File: src/rtl/papa_sync_fifo_if.sv
// papa_sync_fifo_if: handshake, flush and status bundle for papa_sync_fifo.
// Ports (signals):
//   flush                         synchronous clear request (producer side)
//   in_valid/in_data/in_ready     write handshake
//   out_valid/out_data/out_ready  read handshake
//   count/afull/max_count         occupancy status from the FIFO
// Modports: master = environment driving the FIFO, slave = the FIFO itself.
interface papa_sync_fifo_if #(
    parameter int DATA_W = 8,
    parameter int DEPTH  = 16,
    localparam int CNT_W = $clog2(DEPTH) + 1
);
    logic              flush;
    logic              in_valid;
    logic [DATA_W-1:0] in_data;
    logic              in_ready;
    logic              out_valid;
    logic [DATA_W-1:0] out_data;
    logic              out_ready;
    logic [CNT_W-1:0]  count;
    logic              afull;
    logic [CNT_W-1:0]  max_count;

    modport master (
        output flush, in_valid, in_data, out_ready,
        input  in_ready, out_valid, out_data, count, afull, max_count
    );

    modport slave (
        input  flush, in_valid, in_data, out_ready,
        output in_ready, out_valid, out_data, count, afull, max_count
    );
endinterface

File: src/rtl/papa_sync_fifo.sv
// papa_sync_fifo: single-clock valid/ready FIFO with almost-full flag, flush and high-watermark.
// Ports:
//   clk  rising-edge clock
//   rst  asynchronous active-high reset
//   bus  papa_sync_fifo_if.slave: flush, in_valid/in_data/in_ready,
//        out_valid/out_data/out_ready, count, afull, max_count
module papa_sync_fifo #(
    parameter int DATA_W   = 8,
    parameter int DEPTH    = 16,
    parameter int AFULL_TH = DEPTH - 2,
    localparam int CNT_W   = $clog2(DEPTH) + 1
) (
    input logic           clk,
    input logic           rst,
    papa_sync_fifo_if.slave bus
);
    localparam int AW = $clog2(DEPTH);

    logic [DATA_W-1:0] mem_q [DEPTH];
    logic [CNT_W-1:0]  wr_ptr_q, wr_ptr_d;
    logic [CNT_W-1:0]  rd_ptr_q, rd_ptr_d;
    logic [CNT_W-1:0]  count_q, count_d;
    logic [CNT_W-1:0]  max_count_q, max_count_d;
    logic              full, empty, push, pop, wr_en;

    // Pointers carry one wrap bit above the index: equal means empty,
    // same index with opposite wrap bit means full.
    always_comb begin
        empty       = wr_ptr_q == rd_ptr_q;
        full        = (wr_ptr_q[AW-1:0] == rd_ptr_q[AW-1:0]) && (wr_ptr_q[AW] != rd_ptr_q[AW]);
        push        = bus.in_valid && !full;
        pop         = bus.out_ready && !empty;
        wr_en       = push && !bus.flush;
        wr_ptr_d    = bus.flush ? '0 : wr_ptr_q + CNT_W'(push);
        rd_ptr_d    = bus.flush ? '0 : rd_ptr_q + CNT_W'(pop);
        count_d     = bus.flush ? '0 : count_q + CNT_W'(push) - CNT_W'(pop);
        max_count_d = bus.flush ? '0 : (count_d > max_count_q ? count_d : max_count_q);
    end

    always_ff @(posedge clk or posedge rst) begin
        if (rst) begin
            wr_ptr_q    <= '0;
            rd_ptr_q    <= '0;
            count_q     <= '0;
            max_count_q <= '0;
        end else begin
            wr_ptr_q    <= wr_ptr_d;
            rd_ptr_q    <= rd_ptr_d;
            count_q     <= count_d;
            max_count_q <= max_count_d;
        end
    end

    // Storage is deliberately left out of reset and flush; validity is tracked by the pointers.
    always_ff @(posedge clk) begin
        if (wr_en) mem_q[wr_ptr_q[AW-1:0]] <= bus.in_data;
    end

    assign bus.in_ready  = !full;
    assign bus.out_valid = !empty;
    assign bus.out_data  = mem_q[rd_ptr_q[AW-1:0]];
    assign bus.count     = count_q;
    assign bus.afull     = count_q >= CNT_W'(AFULL_TH);
    assign bus.max_count = max_count_q;
endmodule

File: src/flat_wrapper.sv
// flat-port wrapper written by rule: the top's interface ports become plain ports
module papa_sync_fifo_flat 
#(
    parameter int DATA_W   = 8,
    parameter int DEPTH    = 16,
    parameter int AFULL_TH = DEPTH - 2,
    localparam int CNT_W   = $clog2(DEPTH) + 1
)
  (clk, rst, bus_flush, bus_in_valid, bus_in_data, bus_out_ready, bus_in_ready, bus_out_valid, bus_out_data, bus_count, bus_afull, bus_max_count);
  papa_sync_fifo_if #(.DATA_W(DATA_W), .DEPTH(DEPTH)) bus_i ();
  input logic clk;
  input logic rst;
  input wire logic [$bits(bus_i.flush)-1:0] bus_flush;
  input wire logic [$bits(bus_i.in_valid)-1:0] bus_in_valid;
  input wire logic [$bits(bus_i.in_data)-1:0] bus_in_data;
  input wire logic [$bits(bus_i.out_ready)-1:0] bus_out_ready;
  output wire logic [$bits(bus_i.in_ready)-1:0] bus_in_ready;
  output wire logic [$bits(bus_i.out_valid)-1:0] bus_out_valid;
  output wire logic [$bits(bus_i.out_data)-1:0] bus_out_data;
  output wire logic [$bits(bus_i.count)-1:0] bus_count;
  output wire logic [$bits(bus_i.afull)-1:0] bus_afull;
  output wire logic [$bits(bus_i.max_count)-1:0] bus_max_count;
  assign bus_i.flush = bus_flush;
  assign bus_i.in_valid = bus_in_valid;
  assign bus_i.in_data = bus_in_data;
  assign bus_i.out_ready = bus_out_ready;
  assign bus_in_ready = bus_i.in_ready;
  assign bus_out_valid = bus_i.out_valid;
  assign bus_out_data = bus_i.out_data;
  assign bus_count = bus_i.count;
  assign bus_afull = bus_i.afull;
  assign bus_max_count = bus_i.max_count;
  papa_sync_fifo #(.DATA_W(DATA_W), .DEPTH(DEPTH), .AFULL_TH(AFULL_TH)) u_core (.clk(clk), .rst(rst), .bus(bus_i));
endmodule
File: config.mk
export PLATFORM = sky130hd
export DESIGN_NAME = papa_sync_fifo_flat
export DESIGN_NICKNAME = d
export VERILOG_FILES = /design/src/rtl/papa_sync_fifo_if.sv /design/src/rtl/papa_sync_fifo.sv /design/src/flat_wrapper.sv
export SDC_FILE = /design/constraint.sdc
export NUM_CORES = 1
export LEC_CHECK = 0
export BUFFER_PORTS_ARGS = -buffer_cell sky130_fd_sc_hd__buf_2
export CAP_MARGIN = 20
export CORE_UTILIZATION = 40
export DETAILED_ROUTE_END_ITERATION = 16
export PLACE_DENSITY = 0.68
export RECOVER_POWER = 25
export SLEW_MARGIN = 25
export SYNTH_ARGS = -nofsm -noshare
export SYNTH_HDL_FRONTEND = slang
export SYNTH_SLANG_ARGS = --single-unit
File: constraint.sdc
create_clock -name clk -period 5.5 [get_ports clk]
set_input_delay 1.1 -clock clk [delete_from_list [all_inputs] [get_ports clk]]
set_output_delay 1.1 -clock clk [all_outputs]
set_load 0.02 [all_outputs]
### After elaboration in Yosys (flattened, before gate mapping)

Memory sizes are Yosys's and may differ from the RTL's.
Index checks and enable logic that the tools add are counted.

* input bits: 13
* output and inout port bits: 21
* word-level logic and storage cells: 29
* register bits: 20
* RAM bits: 128
* memories kept: 1

Memories
* u_core.mem_q: depth 16, width 8, rd ports 1, clocked after memory_dff 0, write ports 1, RTL line papa_sync_fifo.sv:19 `logic [DATA_W-1:0] mem_q [DEPTH];`

* muxes and demuxes: 7
* add/subtract/negate cells: 4
* reductions and logical operators: 8
* eq/ne operators: 3
* magnitude comparators: 2

Operators by type and width (number)
* $mux 5: 5
* $add 5x1->5: 3
* $eq 5x5->1: 1
* $ge 5x4->1 const B: 1
* $gt 5x5->1: 1
* $sub 5x1->5: 1
* $eq 4x4->1: 1
* $logic_and 1x1->1: 4
* $logic_not 1->1: 3
* $mux 1: 2
* $reduce_bool 2->1: 1
* $ne 1x1->1: 1

### Longest topological paths before layout

Gate-level depths: netlist of run 1.

* word-level depth: 10
* depth in mapped cells: 20
* depth with buffers taken out: 18

### Least setup slack after synthesis of run 1

OpenSTA, ideal clock, no wires.

* path kind: flip-flop to flip-flop
* from: reg u_core.rd_ptr_q[0]
* to: reg u_core.max_count_q[2], in the netlist u_core.bus.max_count[2]
* data required time: 5375 ps
* arrival time: 4155 ps
* period minus slack after synthesis: 4280 ps
* path slack: 1220 ps
* path buffers: 2
* setup time: 125 ps
* cell stages (with the launch flop): 21
* path through: dfrtp_1 -> buf_2 -> xor2_1 -> nor4_2 -> nand2b_1 -> and2_1 -> ha_1 -> inv_1 -> ha_1 -> inv_1 -> fa_1 -> nand2b_1 -> a21oi_1 -> xnor2_1 -> nor2_1 -> ha_1 -> nand4_1 -> o221a_2 -> or2_1 -> buf_2 -> mux2_4

* elaborated cells between the ends (all ways): 14
* those cells by class: 2 x add/sub; 1 x order compare; 2 x eq/ne; 3 x mux; 6 x reduce/logical

RTL lines
* from (decl): RTL line papa_sync_fifo.sv:21 `logic [CNT_W-1:0] rd_ptr_q, rd_ptr_d;`
* from (signal assigned): RTL line papa_sync_fifo.sv:48 `rd_ptr_q <= rd_ptr_d;`
* $eq 5x5->1: RTL line papa_sync_fifo.sv:29 `empty = wr_ptr_q == rd_ptr_q;`
* $logic_not 1->1
* named net bus_out_valid: RTL line flat_wrapper.sv:18 `output wire logic [$bits(bus_i.out_valid)-1:0] bus_out_valid;`
* $logic_and 1x1->1: RTL line papa_sync_fifo.sv:32 `pop = bus.out_ready && !empty;`
* $sub 5x1->5: RTL line papa_sync_fifo.sv:36 `count_d = bus.flush ? '0 : count_q + CNT_W'(push) - CNT_W'(pop);`
* $mux 5: RTL line papa_sync_fifo.sv:36
* named net u_core.count_d[4]: RTL line papa_sync_fifo.sv:22 `logic [CNT_W-1:0] count_q, count_d;`
* $gt 5x5->1: RTL line papa_sync_fifo.sv:37 `max_count_d = bus.flush ? '0 : (count_d > max_count_q ? count_d : max_count_q);`
* $reduce_bool 2->1 (no line)
* to (signal assigned): RTL line papa_sync_fifo.sv:50 `max_count_q <= max_count_d;`
* to (decl): RTL line papa_sync_fifo.sv:23 `logic [CNT_W-1:0] max_count_q, max_count_d;`

The timed path passes the listed nets, and every way through them passes these cells. The select of a mux whose other input is x is not followed.
A chain may end at the register's enable or synchronous reset.

### Worst setup path after layout of run 1

* from: reg u_core.wr_ptr_q[0]
* to: reg u_core.max_count_q[2], in the netlist u_core.bus.max_count[2]

* word-level cells in the longest chain between the ends: 9
* elaborated cells between the ends (all ways): 14
* those cells by class: 2 x add/sub; 1 x order compare; 2 x eq/ne; 3 x mux; 6 x reduce/logical

Ends and longest elaborated chain
* from (decl): RTL line papa_sync_fifo.sv:20 `logic [CNT_W-1:0] wr_ptr_q, wr_ptr_d;`
* from (signal assigned): RTL line papa_sync_fifo.sv:47 `wr_ptr_q <= wr_ptr_d;`
* $eq 4x4->1: RTL line papa_sync_fifo.sv:30 `full = (wr_ptr_q[AW-1:0] == rd_ptr_q[AW-1:0]) && (wr_ptr_q[AW] != rd_ptr_q[AW]);`
* $logic_and 1x1->1: RTL line papa_sync_fifo.sv:30
* $logic_not 1->1: RTL line papa_sync_fifo.sv:31 `push = bus.in_valid && !full;`
* $logic_and 1x1->1: RTL line papa_sync_fifo.sv:31
* $add 5x1->5: RTL line papa_sync_fifo.sv:36
* $sub 5x1->5 (*): RTL line papa_sync_fifo.sv:36
* $mux 5 (*): RTL line papa_sync_fifo.sv:36
* named net u_core.count_d[4]: RTL line papa_sync_fifo.sv:22
* $gt 5x5->1 (*): RTL line papa_sync_fifo.sv:37
* $reduce_bool 2->1 (no line) (*)

The timed path passes the listed nets; every way through them passes the cells marked *. The select of a mux whose other input is x is not followed.

==> report_table.html, run 1 <==
<table>
<tr><th>Metric</th><th>Value</th></tr>
<tr><th colspan="2">Power and ir drop</th></tr>
<tr><td>Pwr Density</td><td>419.4 nW/um^2</td></tr>
<tr><td>Share of total power in the clock network</td><td>34.3%</td></tr>
<tr><td>Power dissipated by switching net loads</td><td>0.0008890 W</td></tr>
<tr><td>Sequential group share of total power</td><td>~42%</td></tr>
<tr><td>Switch share</td><td>28.88%</td></tr>
<tr><td>Total power after layout</td><td>0.003079 W</td></tr>
<tr><td>Logic pwr share</td><td>23.6%</td></tr>
<tr><td>Standby leakage power</td><td>2.579 nW</td></tr>
<tr><td>Worst-case vdd ir drop</td><td>about 0.4 mV</td></tr>
<tr><td>P_int</td><td>0.002190 W</td></tr>
<tr><th colspan="2">CTS</th></tr>
<tr><td>Insertion delay of the later-clocked pin in the worst-skew pair</td><td>0.42 ns</td></tr>
<tr><td># hold bufs at CTS</td><td>0</td></tr>
<tr><td>Resize count post-CTS</td><td>0</td></tr>
<tr><td>Post-CTS repair timing setup buffer count</td><td>0</td></tr>
<tr><td>CTS Sinks</td><td>148</td></tr>
<tr><td>Count of H-tree levels built during CTS</td><td>4</td></tr>
<tr><td>Clock Tree Root</td><td>sky130_fd_sc_hd__clkbuf_16</td></tr>
<tr><td>Num CTS Buffers</td><td>17</td></tr>
<tr><td>Clock input transition at the sequential cells of the worst setup and hold paths</td><td>0.06 ns</td></tr>
<tr><td>Clock tree from TritonCTS</td><td>yes</td></tr>
<tr><td>Maximum buffer depth of the clock tree</td><td>2</td></tr>
<tr><th colspan="2">Timing</th></tr>
<tr><td>Final cycle utilization of the critical path</td><td>between 80 and 90%</td></tr>
<tr><td>Final-layout setup total negative slack</td><td>0 ns</td></tr>
<tr><td>Fmax achieved</td><td>around 220 MHz</td></tr>
<tr><td>Post-route minimum period</td><td>4.555 ns</td></tr>
<tr><td>Slew @ Worst Pin</td><td>~0.96 ns</td></tr>
<tr><td>Count of endpoints failing hold in the final timing report</td><td>0</td></tr>
<tr><td>Total setup violations reported at the end of the flow</td><td>0</td></tr>
<tr><td>Setup repair after global routing missed its margin</td><td>false</td></tr>
<tr><td>Worst clock skew on the final layout</td><td>0.009209 ns</td></tr>
<tr><td>Relative max-transition margin</td><td>35.91%</td></tr>
<tr><td>Slew Limit Fails</td><td>0</td></tr>
<tr><th colspan="2">Route</th></tr>
<tr><td>Remaining DRCs</td><td>0</td></tr>
<tr><td>WL final</td><td>12.75 mm</td></tr>
<tr><td>First-pass iteration count of the detailed router</td><td>4</td></tr>
<tr><td>Mean number of vias per cell</td><td>5.205</td></tr>
<tr><td>Vias after detailed routing</td><td>~3400</td></tr>
<tr><td>Drt initial violations</td><td>between 300 and 400</td></tr>
<tr><td>DRT antenna net count</td><td>0</td></tr>
<tr><td>Wire per inst</td><td>19.46 um</td></tr>
<tr><th colspan="2">Critical path</th></tr>
<tr><td>Crit path required time</td><td>between 5 and 6 ns</td></tr>
<tr><td>Worst EP arrival</td><td>around 4.9 ns</td></tr>
<tr><td>Startpoint Class</td><td>flop</td></tr>
<tr><td>Critical path start-end classification</td><td>reg2reg</td></tr>
<tr><td>Capturing element type of the critical path</td><td>flop</td></tr>
<tr><td>Critical Path Fanout Max</td><td>12</td></tr>
<tr><th colspan="2">Run</th></tr>
<tr><td>Max Cap Violations</td><td>0</td></tr>
<tr><th colspan="2">Finish</th></tr>
<tr><td>Area growth syn-to-layout</td><td>15.27%</td></tr>
<tr><td>Cell Count, Final, Fillers Out</td><td>655</td></tr>
<tr><td>Most common library cell in the layout ignoring fill and taps</td><td>sky130_fd_sc_hd__edfxtp_1</td></tr>
<tr><td>ANT cells</td><td>0</td></tr>
<tr><td>Final nets</td><td>462</td></tr>
<tr><td>Share of post-route cells with drive strength above 1</td><td>between 20% and 30%</td></tr>
<tr><td>Highest-count cells in the layout ignoring fill and taps</td><td>128 x sky130_fd_sc_hd__edfxtp_1, 33 x sky130_fd_sc_hd__mux2i_1, 27 x sky130_fd_sc_hd__buf_2, 19 x sky130_fd_sc_hd__dfrtp_1</td></tr>
<tr><th colspan="2">Placed design</th></tr>
<tr><td>Post-DP HPWL</td><td>approximately 8.4 mm</td></tr>
<tr><td>Port-buffer cells</td><td>33</td></tr>
<tr><td>Final weighted congestion of routability-driven global placement</td><td>0.7438</td></tr>
<tr><td>Total instance count after detailed placement</td><td>between 600 and 700</td></tr>
<tr><th colspan="2">Global routing</th></tr>
<tr><td>Antenna violations before repair</td><td>0</td></tr>
<tr><td>Total gr overflow</td><td>0</td></tr>
<tr><td>Largest net degree at the start of global routing</td><td>50</td></tr>
<tr><td>Wire length of the first global-routing pass</td><td>19.87 mm</td></tr>
<tr><td>Vias in the first global route</td><td>3583</td></tr>
<tr><td>Gr usage total</td><td>16.85%</td></tr>
<tr><th colspan="2">Yosys</th></tr>
<tr><td>Gate count of the mapped netlist</td><td>around 390</td></tr>
<tr><td>Mapped Avg Cell Area</td><td>about 16 sq um</td></tr>
<tr><td>Post-synth EDFFs</td><td>between 100 and 150</td></tr>
<tr><td>Top cell type's share of synthesized area</td><td>60.35%</td></tr>
<tr><td>Distinct cell type count of the synthesized netlist</td><td>41</td></tr>
<tr><td>Library cell with the largest summed area after synthesis</td><td>sky130_fd_sc_hd__edfxtp_1</td></tr>
<tr><td>Total standard cell area after synthesis</td><td>6369 sq um</td></tr>
<tr><td>Portion of the post-synthesis area used by sequential elements</td><td>68.21%</td></tr>
<tr><td>Synth area leaders</td><td>sky130_fd_sc_hd__edfxtp_1 60%, sky130_fd_sc_hd__dfrtp_1 7.9%, sky130_fd_sc_hd__mux4_2 5.7%</td></tr>
<tr><td>Net count after synthesis</td><td>417</td></tr>
<tr><td>Post-synthesis register bit count</td><td>between 100 and 150</td></tr>
<tr><td>Fraction of registers with async set/reset</td><td>13.51%</td></tr>
<tr><td>Number of warnings printed during yosys synthesis</td><td>0</td></tr>
<tr><td>Predominant post-synthesis flop cell</td><td>sky130_fd_sc_hd__edfxtp_1</td></tr>
<tr><th colspan="2">Min path</th></tr>
<tr><td>Hold WC Path Type</td><td>reg2reg</td></tr>
<tr><th colspan="2">Die</th></tr>
<tr><td>Die outline height</td><td>128.2 um</td></tr>
<tr><td>Chip Width</td><td>128.2 um</td></tr>
<tr><td>Placement row count</td><td>45</td></tr>
<tr><td>Number of top-level pins</td><td>34</td></tr>
<tr><td>Die area</td><td>16430 sq um</td></tr>
<tr><td>Core area</td><td>15370 sq um</td></tr>
<tr><td>Effective utilization at floorplan</td><td>between 40 and 50%</td></tr>
<tr><th colspan="2">Run status</th></tr>
<tr><td>Run status</td><td>finished clean</td></tr>
</table>
final cells by class:
class / count / area, sq um
Clock buffer: 18 / 429.2
Clock inverter: 14 / 111.4
Fill cell: 1303 / 8030
Inverter: 18 / 67.56
Multi-Input combinational cell: 197 / 1846
Sequential cell: 148 / 4345
Tap cell: 211 / 264.0
Timing Repair Buffer: 49 / 277.8
per-layer routing:
metal / part of all wire (%) / up-vias / track usage [%] / routed length (um)
met2: 49 / 110 / 26.52 / 6296
met1: 43 / 1697 / 22.41 / 5437
li1: - / 1592 / - / -
met5: 0 / - / 0 / 0
met4: 1.0 / 0 / 6.298 / 127
met3: 6.9 / 10 / 4.466 / 883
path summary, 6_finish.rpt:
path | slack (ns) | start | cells after the start | to
max in group asynchronous | 4.17 | rst | 2 | u_core.rd_ptr_q[0]$_DFF_PP0_
worst max-delay path | 0.95 | u_core.wr_ptr_q[0]$_DFF_PP0_ | 18 | u_core.bus.max_count[2]$_DFFE_PP0P_
worst max register to register | 0.95 | u_core.wr_ptr_q[0]$_DFF_PP0_ | 18 | u_core.bus.max_count[2]$_DFFE_PP0P_
min in group asynchronous | 0.81 | rst | 2 | u_core.wr_ptr_q[3]$_DFF_PP0_
worst min-delay path | 0.57 | u_core.wr_ptr_q[4]$_DFF_PP0_ | 2 | u_core.wr_ptr_q[4]$_DFF_PP0_
worst min register to register | 0.57 | u_core.wr_ptr_q[4]$_DFF_PP0_ | 2 | u_core.wr_ptr_q[4]$_DFF_PP0_
cell families after synthesis:
| kind of cell | count (synthesis) | synth area share, % |
|---|---|---|
| compound gates | 46 | 5.206 |
| simple gates | 69 | 6.503 |
| buf+inv | 41 | 3.418 |
| fa+ha+maj | 18 | 3.654 |
| xor+xnor | 14 | 1.925 |
| flops | 148 | 68.21 |
| mux | 50 | 11.08 |
registers in the layout, summed over array words and instances, names as in the netlist:
signal	flops
u_core.bus.count	5
u_core.bus.max_count	5
u_core.wr_ptr_q	5
u_core.rd_ptr_q	5
u_core.mem_q	128
per-stage QoR:
step	utilization [%]	area (sq um)	hold WS [ns]	setup slack (ns)
after global routing	47.76	7341	0.5892	0.5766
after CTS	47.81	7348	0.5723	0.8935
final	47.76	7341	0.5670	0.9454
after detailed placement	44.29	6808	0.5563	0.9424
after floorplan	-	6369	0.5234	1.220
after global placement	44.23	6799	0.5490	1.079
critical path, cell delays in order, from the launching register on:
cell and delay, ns:
sky130_fd_sc_hd__dfrtp_1 0.68, sky130_fd_sc_hd__xor2_1 0.15, sky130_fd_sc_hd__nor4_2 0.40, sky130_fd_sc_hd__nand2b_1 0.11, sky130_fd_sc_hd__and2_1 0.19, sky130_fd_sc_hd__ha_1 0.27
sky130_fd_sc_hd__inv_1 0.06, sky130_fd_sc_hd__ha_1 0.17, sky130_fd_sc_hd__inv_1 0.06, sky130_fd_sc_hd__fa_1 0.38, sky130_fd_sc_hd__nand2b_1 0.17, sky130_fd_sc_hd__a21oi_1 0.15
sky130_fd_sc_hd__xnor2_1 0.16, sky130_fd_sc_hd__nor2_1 0.09, sky130_fd_sc_hd__ha_1 0.33, sky130_fd_sc_hd__nand4_1 0.13, sky130_fd_sc_hd__o221a_2 0.29, sky130_fd_sc_hd__or2_1 0.32
sky130_fd_sc_hd__mux2_4 0.32
power by group through the flow:
stage / logic (W) / registers [W] / clock network, W
after detailed placement: 0.000737 / 0.00132 / 0
after global routing: 0.000811 / 0.00130 / 0.00111
after global placement: 0.000712 / 0.00132 / 0
after CTS: 0.000739 / 0.00130 / 0.00107
after floorplan: 0.000559 / 0.00134 / 0
final: 0.000728 / 0.00130 / 0.00106
cells in the mapped netlist, drive strengths merged, types with 2 or more instances:
master,count
a21oi,5
a221oi,16
a22oi,8
and2,2
buf,16
clkbuf,7
dfrtp,20
edfxtp,128
ha,17
inv,17
mux2i,33
mux4,16
nand2,13
nand2b,5
nand3,4
nor2,16
nor2b,5
nor3,2
nor4,15
o21ai,11
o31ai,2
or2,3
or2b,2
xnor2,4
xor2,10
Note: power is estimated with default switching activity, not from simulation.
==> run 2: changes to the inputs <==
--- a/config.mk
+++ b/config.mk
@@ -9,7 +9,7 @@
 export CAP_MARGIN = 20
 export CORE_UTILIZATION = 40
 export DETAILED_ROUTE_END_ITERATION = 16
-export PLACE_DENSITY = 0.68
+export PLACE_DENSITY = 0.7
 export RECOVER_POWER = 25
 export SLEW_MARGIN = 25
 export SYNTH_ARGS = -nofsm -noshare
==> constraint.sdc (replaced) <==
create_clock -name clk -period 3.7 [get_ports clk]
set_input_delay 0.74 -clock clk [delete_from_list [all_inputs] [get_ports clk]]
set_output_delay 0.74 -clock clk [all_outputs]
set_load 0.02 [all_outputs]
==> run 2 against run 1 <==
Against the previous run: the run now ends with setup timing left; cell count is 6.0% higher; total power increased by 77%; sequential power up 48%; clock-buffer cell count unchanged; critical path type unchanged; highest routed layer unchanged.
==> report_table.html, run 2 (synthesized netlist as in run 1, its figures left out) <==
<table>
<tr><th>Metric</th><th>Value</th></tr>
<tr><th colspan="2">CTS</th></tr>
<tr><td>Clock Tree Root</td><td>sky130_fd_sc_hd__clkbuf_16 (unchanged)</td></tr>
<tr><td>Clock input transition at the sequential cells of the worst setup and hold paths</td><td>0.06 ns (about the same)</td></tr>
<tr><td>Clock tree from TritonCTS</td><td>yes (unchanged)</td></tr>
<tr><td>CTS Sinks</td><td>148 (unchanged)</td></tr>
<tr><td>Num CTS Buffers</td><td>17 (unchanged)</td></tr>
<tr><td>Insertion delay of the later-clocked pin in the worst-skew pair</td><td>0.42 ns (about the same)</td></tr>
<tr><td>Maximum buffer depth of the clock tree</td><td>2 (unchanged)</td></tr>
<tr><td># hold bufs at CTS</td><td>0 (unchanged)</td></tr>
<tr><td>Count of H-tree levels built during CTS</td><td>4 (unchanged)</td></tr>
<tr><th colspan="2">Run</th></tr>
<tr><td>Max Cap Violations</td><td>0 (unchanged)</td></tr>
<tr><th colspan="2">Placed design</th></tr>
<tr><td>Setup slack after placement</td><td>-0.2618 ns (was 0.9424 ns)</td></tr>
<tr><td>Port-buffer cells</td><td>33 (unchanged)</td></tr>
<tr><td>Total instance count after detailed placement</td><td>642 (was 623)</td></tr>
<tr><td>Final weighted congestion of routability-driven global placement</td><td>0.7807 (was 0.7438)</td></tr>
<tr><td>Post-DP HPWL</td><td>8.432 mm (was 8.361 mm)</td></tr>
<tr><th colspan="2">Route</th></tr>
<tr><td>Wire per inst</td><td>18.98 um (was 19.46 um)</td></tr>
<tr><td>WL final</td><td>13.18 mm (was 12.75 mm)</td></tr>
<tr><td>Vias after detailed routing</td><td>3596 (was 3409)</td></tr>
<tr><td>First-pass iteration count of the detailed router</td><td>6 (was 4)</td></tr>
<tr><td>Mean number of vias per cell</td><td>5.182 (was 5.205)</td></tr>
<tr><td>Drt initial violations</td><td>258 (was 334)</td></tr>
<tr><td>Remaining DRCs</td><td>0 (unchanged)</td></tr>
<tr><td>DRT antenna net count</td><td>0 (unchanged)</td></tr>
<tr><th colspan="2">Die</th></tr>
<tr><td>Core area</td><td>15370 sq um (unchanged)</td></tr>
<tr><td>Die area</td><td>16430 sq um (unchanged)</td></tr>
<tr><td>Die outline height</td><td>128.2 um (unchanged)</td></tr>
<tr><td>Chip Width</td><td>128.2 um (unchanged)</td></tr>
<tr><td>Number of top-level pins</td><td>34 (unchanged)</td></tr>
<tr><td>Effective utilization at floorplan</td><td>41.43% (unchanged)</td></tr>
<tr><td>Placement row count</td><td>45 (unchanged)</td></tr>
<tr><th colspan="2">Finish</th></tr>
<tr><td>Final nets</td><td>501 (was 462)</td></tr>
<tr><td>Highest-count cells in the layout ignoring fill and taps</td><td>128 x sky130_fd_sc_hd__edfxtp_1, 54 x sky130_fd_sc_hd__buf_4, 33 x sky130_fd_sc_hd__mux2i_1, 26 x sky130_fd_sc_hd__buf_2, 19 x sky130_fd_sc_hd__dfrtp_1 (was 128 x sky130_fd_sc_hd__edfxtp_1, 33 x sky130_fd_sc_hd__mux2i_1, 27 x sky130_fd_sc_hd__buf_2, 19 x sky130_fd_sc_hd__dfrtp_1)</td></tr>
<tr><td>Cell Count, Final, Fillers Out</td><td>694 (was 655)</td></tr>
<tr><td>ANT cells</td><td>0 (unchanged)</td></tr>
<tr><td>Area growth syn-to-layout</td><td>21.85% (was 15.27%)</td></tr>
<tr><td>Share of post-route cells with drive strength above 1</td><td>32.92% (was 23.87%)</td></tr>
<tr><td>Most common library cell in the layout ignoring fill and taps</td><td>sky130_fd_sc_hd__edfxtp_1 (unchanged)</td></tr>
<tr><td>Fillers</td><td>1263 (was 1303)</td></tr>
<tr><td>Max reg flops</td><td>128 (unchanged)</td></tr>
<tr><th colspan="2">Timing</th></tr>
<tr><td>Slew Limit Fails</td><td>0 (unchanged)</td></tr>
<tr><td>Relative max-transition margin</td><td>34.70% (was 35.91%)</td></tr>
<tr><td>Total setup violations reported at the end of the flow</td><td>5 (was 0)</td></tr>
<tr><td>Slew @ Worst Pin</td><td>0.9705 ns (was 0.9561 ns)</td></tr>
<tr><td>Count of endpoints failing hold in the final timing report</td><td>0 (unchanged)</td></tr>
<tr><td>Fmax achieved</td><td>252.5 MHz (was 219.6 MHz)</td></tr>
<tr><td>Post-route minimum period</td><td>3.961 ns (was 4.555 ns)</td></tr>
<tr><td>Final cycle utilization of the critical path</td><td>107.1% (was 82.81%)</td></tr>
<tr><td>Hold Slack</td><td>0.4534 ns (was 0.5670 ns)</td></tr>
<tr><td>Final-layout setup total negative slack</td><td>-0.8693 ns (was 0 ns)</td></tr>
<tr><td>Setup repair after global routing missed its margin</td><td>true (was false)</td></tr>
<tr><td>Worst setup margin</td><td>-0.2610 ns (was 0.9454 ns)</td></tr>
<tr><td>Worst clock skew on the final layout</td><td>0.006759 ns (was 0.009209 ns)</td></tr>
<tr><th colspan="2">Min path</th></tr>
<tr><td>Hold WC Path Type</td><td>in2async (was reg2reg)</td></tr>
<tr><th colspan="2">Run status</th></tr>
<tr><td>Run status</td><td>finished, violations left (was finished clean)</td></tr>
<tr><td>Violations in the final reports</td><td>setup timing</td></tr>
<tr><th colspan="2">Global routing</th></tr>
<tr><td>Vias in the first global route</td><td>3811 (was 3583)</td></tr>
<tr><td>Total gr overflow</td><td>0 (unchanged)</td></tr>
<tr><td>Antenna violations before repair</td><td>0 (unchanged)</td></tr>
<tr><td>Largest net degree at the start of global routing</td><td>50 (unchanged)</td></tr>
<tr><td>Gr usage total</td><td>17.45% (was 16.85%)</td></tr>
<tr><td>Wire length of the first global-routing pass</td><td>20.89 mm (was 19.87 mm)</td></tr>
<tr><th colspan="2">Power and ir drop</th></tr>
<tr><td>Worst-case vdd ir drop</td><td>0.5413 mV (was 0.4067 mV)</td></tr>
<tr><td>Standby leakage power</td><td>2.820 nW (was 2.579 nW)</td></tr>
<tr><td>Pwr Density</td><td>702.5 nW/um^2 (was 419.4 nW/um^2)</td></tr>
<tr><th colspan="2">Critical path</th></tr>
<tr><td>Crit path required time</td><td>4.00 ns (was 5.80 ns)</td></tr>
<tr><td>Category of cells accounting for the largest share of critical-path delay</td><td>simple AND/OR/NAND/NOR gates (unchanged)</td></tr>
<tr><td>Capturing element type of the critical path</td><td>flop (unchanged)</td></tr>
<tr><td>Total buffers and inverters traversed by the critical path</td><td>2 (unchanged)</td></tr>
<tr><td>Critical Path Fanout Max</td><td>5 (was 12)</td></tr>
<tr><td>Critical path start-end classification</td><td>reg2reg (unchanged)</td></tr>
<tr><td>Library cell contributing the largest single delay on the critical path</td><td>sky130_fd_sc_hd__dfrtp_1 (unchanged)</td></tr>
<tr><td>Ordered cell list for the critical path</td><td>xor2_1 -&gt; nor4_2 -&gt; nand2b_1 -&gt; and2_4 -&gt; ha_4 -&gt; inv_2 -&gt; ha_4 -&gt; inv_2 -&gt; fa_2 -&gt; nand2b_4 -&gt; a21oi_4 -&gt; xnor2_2 -&gt; nor2_2 -&gt; ha_1 -&gt; nand4_1 -&gt; o221a_2 -&gt; or2_4 -&gt; mux2_4 (was xor2_1 -&gt; nor4_2 -&gt; nand2b_1 -&gt; and2_1 -&gt; ha_1 -&gt; inv_1 -&gt; ha_1 -&gt; inv_1 -&gt; fa_1 -&gt; nand2b_1 -&gt; a21oi_1 -&gt; xnor2_1 -&gt; nor2_1 -&gt; ha_1 -&gt; nand4_1 -&gt; o221a_2 -&gt; or2_1 -&gt; mux2_4)</td></tr>
<tr><td>Biggest cell delay along the critical path</td><td>0.39 ns (was 0.68 ns)</td></tr>
<tr><td>Startpoint Class</td><td>flop (unchanged)</td></tr>
<tr><td>Worst EP arrival</td><td>4.26 ns (was 4.85 ns)</td></tr>
</table>
==> run 2: area by class of cell <==
cell class / instances / area, sq um / area share [%]
sequential: 148 / 4345 / 56.00
inverter: 18 / 67.56 / 0.8707
tap: 211 / 264.0 / 3.402
clock buffer: 18 / 429.2 / 5.530
multi-input combinational: 197 / 1913 / 24.65
clock inverter: 14 / 160.2 / 2.064
timing repair buffer: 88 / 580.6 / 7.481
==> run 2: layer usage <==
layer / routed length (um) / vias to the layer above / track usage [%]
met2: 6663 / 96 / 28.81
met5: 0 / - / 0
met4: 159 / 0 / 4.706
li1: - / 1666 / -
met1: 5663 / 1821 / 22.09
met3: 688 / 13 / 5.634
==> run 2: report_power, final <==
group	leakage (nW)	switching [W]	internal [W]	total [W]
Sequential	1.42	0.0000459	0.00188	0.00192
Combinational	1.11	0.000826	0.000997	0.00182
Clock	0.289	0.000652	0.00106	0.00171
Total	2.82	0.00152	0.00393	0.00545
==> run 2: path summary, 6_finish.rpt <==
path / from / endpoint / slack, ns / cells after the start
max: u_core.rd_ptr_q[2]$_DFF_PP0_ / u_core.bus.max_count[2]$_DFFE_PP0P_ / -0.26 / 18
min: rst / u_core.bus.max_count[4]$_DFFE_PP0P_ / 0.45 / 2
max reg2reg: u_core.rd_ptr_q[2]$_DFF_PP0_ / u_core.bus.max_count[2]$_DFFE_PP0P_ / -0.26 / 18
min reg2reg: u_core.rd_ptr_q[4]$_DFF_PP0_ / u_core.rd_ptr_q[4]$_DFF_PP0_ / 0.57 / 2
max in group asynchronous: rst / u_core.rd_ptr_q[0]$_DFF_PP0_ / 2.72 / 2
min in group clk: u_core.rd_ptr_q[4]$_DFF_PP0_ / u_core.rd_ptr_q[4]$_DFF_PP0_ / 0.57 / 2
==> run 2: through the flow <==
| stage | total power, W | utilization (%) | instance area (sq um) |
|---|---|---|---|
| 6_report | 0.005451 | 50.48 | 7760 |
| 5_1_grt | 0.005711 | 50.48 | 7760 |
| 4_1_cts | 0.005393 | 50.43 | 7751 |
| 3_5_place_dp | 0.003292 | 45.44 | 6984 |
| 3_3_place_gp | 0.003241 | 45.44 | 6984 |
| 2_1_floorplan | 0.002902 | - | 6416 |
==> run 2: what timing repair did <==
action / 4_1_cts / 5_1_grt
gates resized for setup: 2 / 8
setup endpoints to repair: 5 / 6
cloned: 0 / 0
pin swaps: 4 / 6
buffers inserted: 23 / 4
